===== src/rtl/rr_grant_arbiter.sv =====
// Round-robin arbiter over several FIFO outputs feeding a single registered
// valid/ready output channel; grants are one-hot and issued only when the output can load.
module rr_grant_arbiter #(
  parameter int NUM_PORTS = 4,
  parameter int WIDTH     = 64,
  parameter int PTR_W     = $clog2(NUM_PORTS)
) (
  input  logic                       CLK,
  input  logic                       Reset,
  input  logic [NUM_PORTS-1:0]       i_Valid,
  input  logic [NUM_PORTS*WIDTH-1:0] i_Data,
  output logic [NUM_PORTS-1:0]       o_Grant,
  output logic                       o_Valid,
  output logic [WIDTH-1:0]           o_Data,
  output logic [PTR_W-1:0]           o_Port,
  input  logic                       i_Ready
);

  localparam logic [PTR_W:0]   NP   = (PTR_W+1)'(NUM_PORTS);
  localparam logic [PTR_W-1:0] LAST = PTR_W'(NUM_PORTS-1);

  logic [WIDTH-1:0] word [NUM_PORTS];
  logic [PTR_W-1:0] ptr_q, ptr_d;
  logic [PTR_W-1:0] port_q, port_d;
  logic [WIDTH-1:0] data_q, data_d;
  logic             valid_q, valid_d;
  logic [PTR_W-1:0] pick;
  logic [PTR_W:0]   idx;
  logic             found;
  logic             load;

  for (genvar k = 0; k < NUM_PORTS; k++) begin : g_word
    assign word[k] = i_Data[k*WIDTH +: WIDTH];
  end

  // Search from ptr upward; the one-bit-wider index wraps explicitly so
  // non-power-of-two port counts never address a nonexistent port.
  always_comb begin
    pick  = '0;
    idx   = '0;
    found = 1'b0;
    for (int i = 0; i < NUM_PORTS; i++) begin
      idx = {1'b0, ptr_q} + (PTR_W+1)'(i);
      if (idx >= NP) idx = idx - NP;
      if (!found && i_Valid[idx[PTR_W-1:0]]) begin
        found = 1'b1;
        pick  = idx[PTR_W-1:0];
      end
    end
  end

  assign load    = (|i_Valid) && (!valid_q || i_Ready) && !Reset;
  assign o_Grant = load ? (NUM_PORTS'(1) << pick) : '0;

  always_comb begin
    valid_d = valid_q;
    data_d  = data_q;
    port_d  = port_q;
    ptr_d   = ptr_q;
    if (load) begin
      valid_d = 1'b1;
      data_d  = word[pick];
      port_d  = pick;
      ptr_d   = (pick == LAST) ? '0 : pick + PTR_W'(1);
    end else if (valid_q && i_Ready) begin
      valid_d = 1'b0;
    end
  end

  always_ff @(posedge CLK) begin
    if (Reset) begin
      valid_q <= 1'b0;
      data_q  <= '0;
      port_q  <= '0;
      ptr_q   <= '0;
    end else begin
      valid_q <= valid_d;
      data_q  <= data_d;
      port_q  <= port_d;
      ptr_q   <= ptr_d;
    end
  end

  assign o_Valid = valid_q;
  assign o_Data  = data_q;
  assign o_Port  = port_q;

endmodule


===== config.mk =====
export PLATFORM = sky130hd
export DESIGN_NAME = rr_grant_arbiter
export DESIGN_NICKNAME = d
export VERILOG_FILES = /design/src/rtl/rr_grant_arbiter.sv
export SDC_FILE = /design/constraint.sdc
export NUM_CORES = 1
export LEC_CHECK = 0
export CORE_AREA = 2 2 131 133
export CTS_CLUSTER_DIAMETER = 200
export DETAILED_ROUTE_END_ITERATION = 8
export DIE_AREA = 0 0 133 135
export GPL_TIMING_DRIVEN = 0
export PLACE_DENSITY = 0.63
export SLEW_MARGIN = 20
export SYNTH_ARGS = -nofsm -noshare
export SYNTH_HDL_FRONTEND = slang
export SYNTH_SLANG_ARGS = --single-unit

===== constraint.sdc =====
create_clock -name CLK -period 2.8 [get_ports CLK]
set_input_delay 0.28 -clock CLK [delete_from_list [all_inputs] [get_ports CLK]]
set_output_delay 0.28 -clock CLK [all_outputs]
set_load 0.05 [all_outputs]

* Yosys cells after proc, flatten, opt, wreduce, memory -nomap -nowiden
Index checks and enable logic that the tools add are counted.
Word-level totals: bits of input ports 263, bits in registers 69
Cells by class: bitwise gates (word level) 1, $lt $le $gt $ge 9, $add $sub $neg 8, reduce and logical (&&, ||, !) cells 14, eq/ne operators 1, shifts and indexed selects 1, muxes and demuxes 26
Operators with widths (number):
- $bmux 64 s2 | 1
- $mux 64 | 2
- $mux 2 | 9
- $ge 3x3->1 const B | 4
- $lt 2x3->1 const B | 4
- $mux 1 | 9
- $bmux 1 s2 | 4
- $sub 2x1->2 const B | 4
- $add 2x2->3 const B | 2
- $logic_and 1x1->1 | 6
- $logic_not 1->1 | 5
- $mux 4 | 1
- $reduce_or 4->1 | 1
- $shl 1x2->4 const A | 1
- $add 2x1->3 const B | 1
- $ge 2x3->1 const B | 1
- $not 2->3 | 1
- $add 2x1->2 const B | 1
- $eq 2x2->1 const B | 1
- $reduce_bool 2->1 | 1
- $logic_or 1x1->1 | 1

* Depth between registers and ports, before layout
depth after elaboration 18, mapped depth 8, mapped depth without buffers 6

* Worst setup path before layout
No wires, ideal clock.
path type input to output, start point input port i_Valid[2], end point output port o_Grant[1], data arrival time 2039 ps, cell stages on the path 6, slack 481 ps, buffers on the path 1, cells stage by stage nor2b_1 a21boi_0 o32a_2 nand2b_1 buf_2 a21oi_1
Between the ends: longest elaborated chain between the ends 14, elaborated cells on any way between the ends 26, those cells by class 1 x shift; 16 x mux; 9 x reduce/logical
Ends and longest elaborated chain:
- from (decl) | line 10 | input logic [NUM_PORTS-1:0] i_Valid,
- $bmux 1 s2 | line 45 | if (!found && i_Valid[idx[PTR_W-1:0]]) begin
- $mux 1 (not written as such) | line 45
- $mux 1 | line 45
- $logic_not 1->1 | line 45
- $logic_and 1x1->1 | line 45
- $mux 1 | line 45
- $logic_not 1->1 | line 45
- $logic_and 1x1->1 | line 45
- $mux 1 | line 45
- $logic_not 1->1 | line 45
- $logic_and 1x1->1 | line 45
- $mux 2 | line 45
- $shl 1x2->4 | line 53 | assign o_Grant = load ? (NUM_PORTS'(1) << pick) : '0;
- $mux 4 * | line 53
- to (decl) | line 12 | output logic [NUM_PORTS-1:0] o_Grant,
Every way passes the cells marked *; elsewhere a longest branch is shown, timed or not. The select of a mux whose other input is x is not followed.

* Worst setup path after layout
start point input port i_Valid[0], end point output port o_Grant[3]
Same word-level chain as after synthesis.

==> results.md <==
- Post-Synthesis Cells: 398
- Synth Register Bits: 69
- Die height: 135 um
- Final hold vios: 0
- Crit path cell chain: clkdlybuf4s50_1, nor2b_1, or4_4, nand2_4, buf_12, buf_12, ha_1, and2_1, buf_4
- Via count: 4,529
- Critical Setup Path Class: in2out
- Met3 Track Usage GR: 5.59%
- First-pass GRT wire length: 26,600 um
- Worst r2r src: ptr_q[0]
- Mapped Area: 4470 sq um
- Hold slack final: 0.283 ns
- Fin crit period: 2.69 ns
- Status: finished, final reports clean
- CTS tree: built
- Sequential fraction of the synthesis area: 30.9%
- Number of diodes: 0
- Global route overflow: 0
- Initial DRT Pass Iterations: 4
- GR peak layer: met2
- Fin crit share: 95.9%
- Clock power frac: 21.6%
- Gate power share: 52.7%
- RSZ-0062 raised after global routing: true
- Core Region: 16,400 sq um
- Boundary pin count: 334
- Final setup violating endpoints: 0
- Worst path bufs/invs: 4
- Int Pwr: 0.00298 W
- Seq pwr share: 25.8%
- Worst-margin pin slew: 0.889 ns
- CP top delay family: simple AND/OR/NAND/NOR gates
- Vias in the first global route: 4,699
- Mean Syn Cell Area: 11.2 sq um
- Initial Utilization: 27.2%
- Clock tree buffer depth: 2
- Final worst slack: 0.114 ns
- Worst EP arrival: 2.41 ns
- Reg-to-reg endpoint: o_Data[30]
- Stages on the worst setup path: 9
- Clock latency on the worst-skew pair: 0.33 ns
- Row count: 47
- Max-slew headroom: 40.5%
- CTS root buf: clkbuf_16
- Largest net degree at the start of global routing: 11
- CP Launch Type: input pin
- Max Slew Vio Count: 0
- CP max-delay cell: or4_4
- Top cell by count, worst path: buf_12
- CTS sink cnt: 69
- Wire per inst: 18.3 um
- Die W: 133 um
- Pwr dens: 583 nW/um^2
- Port bufs: 332
- DRC Markers: 0
- Vias per Instance: 4.66
- Grt met1 use: 21.1%
- Hold Startpoint: Reset
- FF-to-FF path depth: 8
- GPL Wtd Cong: 0.866
- Initial antenna violation count: 0
- CTS H-Tree Depth: 3
- Max rail drop VDD: 277 uV
- Required time of the critical path: 2.52 ns
- Worst Setup SP: i_Valid[0]
- Fraction of layout instances using a drive strength above 1: 15.8%
- Setup WS pre-CTS: -0.577 ns
- Die area: 18,000 sq um
- Lkg Pwr: 3.15 nW
- Cts bufs inserted: 9
- Switching Share: 39.0%
- Clock transition at path regs: 0.06 ns
- Netlist cell types: 25
- # hold bufs at CTS: 0
- NetSw: 0.00190 W
- P&R area growth vs syn: 87.3%
- Commonest non-fill, non-tap cell in the layout: clkdlybuf4s50_1
- FMAX: 0.372 GHz
- Worst stage delay on the critical path: 0.54 ns
- Crit path max fanout: 10
- HPWL after DPL: 14,400 um
- Grt met2 use: 35.6%
- Flop2flop setup slack: 0.60 ns
- Synthesized net count: 662
- Final Skew: 0.00607 ns
- Yosys warns: 0
- NumNets Final: 1,012
- Total GRT Usage: 19.2%
- Drt initial violations: 123
- CP endpoint kind: output pin
- Highest-count cells in the layout ignoring fill and taps: clkdlybuf4s50_1 (326), mux2i_1 (128), nand2_1 (73)
- MaxCap Viol Count: 0
- Final ANT Viol Nets: 0
- HP Class: in2reg
- Worst setup path endpoint: o_Grant[3]
- Detailed Route WL: 17,800 um
- Power Total: 0.00488 W
-- metrics by stage --
stage | utilization (%) | setup TNS [ns] | std cells | instance area [sq um]
after detailed placement | 49.2 | -2.36 | 950 | 8070
after floorplan | - | 0 | 398 | 4470
final | 51.0 | 0 | 972 | 8370
after CTS | 50.8 | 0 | 965 | 8330
after global routing | 51.0 | -0.0492 | 972 | 8370
after global placement | 49.2 | -2.08 | 950 | 8070
-- routing by layer --
metal	up-vias	wire length, um
li1	2230	-
met1	2065	6920
met4	0	284
met3	18	1470
met5	-	0
met2	216	9140
-- synth_stat cells --
cell type,number,area share (%)
nand2_1,73,6.1
or4b_4,1,0.31
buf_12,8,3.6
a21oi_1,7,0.78
ha_1,1,0.28
a21o_1,1,0.17
nor4_2,1,0.28
bufbuf_8,6,2.5
buf_2,11,1.2
o221ai_2,64,21
nor2b_1,3,0.42
nand2b_1,1,0.14
or4_4,1,0.25
and2_1,1,0.14
buf_4,2,0.34
clkinv_1,1,0.084
mux2i_1,128,29
o32a_2,1,0.25
a21boi_0,1,0.17
nor2_1,6,0.50
dfxtp_1,69,31
nor2b_4,1,0.31
nand2_4,1,0.25
or3_1,1,0.14
clkbuf_1,8,0.67
-- worst min path at each step --
stage	slack (ns)	to	cells after the start
finish	0.28	ptr_q[1]	2
floorplan	0.46	o_Valid	2
global route	0.29	o_Valid	2
CTS	0.27	ptr_q[1]	2
global placement	0.44	o_Data[36]	2
detailed placement	0.45	o_Data[40]	2
-- area by class of cell --
type	count	area, sq um
clock inverters	2	10.0
flip-flops and latches	69	1380
plain buffers	35	373
clock buffers	13	250
well taps	220	275
multi-input cells	293	2710
fillers	1407	8030
repair buffers	339	3370
inverters	1	3.75
-- sequential cells by signal, summed over array words and instances (netlist names) --
name,count
o_Data,64
o_Port,2
ptr_q,2
o_Valid,1
-- kinds of logic after synthesis --
group / share of synthesized area [%]
AO/OA/AOI/OAI: 22.9
AND/OR/NAND/NOR: 8.87
flip-flops: 30.9
multiplexers: 28.7
adder cells (fa/ha/maj): 0.280
buffers and inverters: 8.42
-- timing repair --
item                                    CTS  global route
setup buffers                             0             7
endpoints found under the setup margin    4             4
gates cloned                              0             0
resized for setup                        12             5
-- power by group through the flow --
| stage | clock network [W] | logic [W] | registers, W |
|---|---|---|---|
| global route | 0.00112 | 0.00270 | 0.00128 |
| floorplan | 0 | 0.00103 | 0.00186 |
| CTS | 0.00108 | 0.00257 | 0.00126 |
| global placement | 0 | 0.00255 | 0.00127 |
| detailed placement | 0 | 0.00257 | 0.00127 |
| finish | 0.00105 | 0.00257 | 0.00126 |
-- worst reg2reg max path: cells and delay by family, from the launching register on --
kind                   cells  cell delay [ns]
AO/OA/AOI/OAI              1             0.15
multiplexers               1             0.37
flip-flops                 1             0.39
buffers and inverters      3             0.40
AND/OR/NAND/NOR            3             0.77
Power figures use the tool's default switching activity.
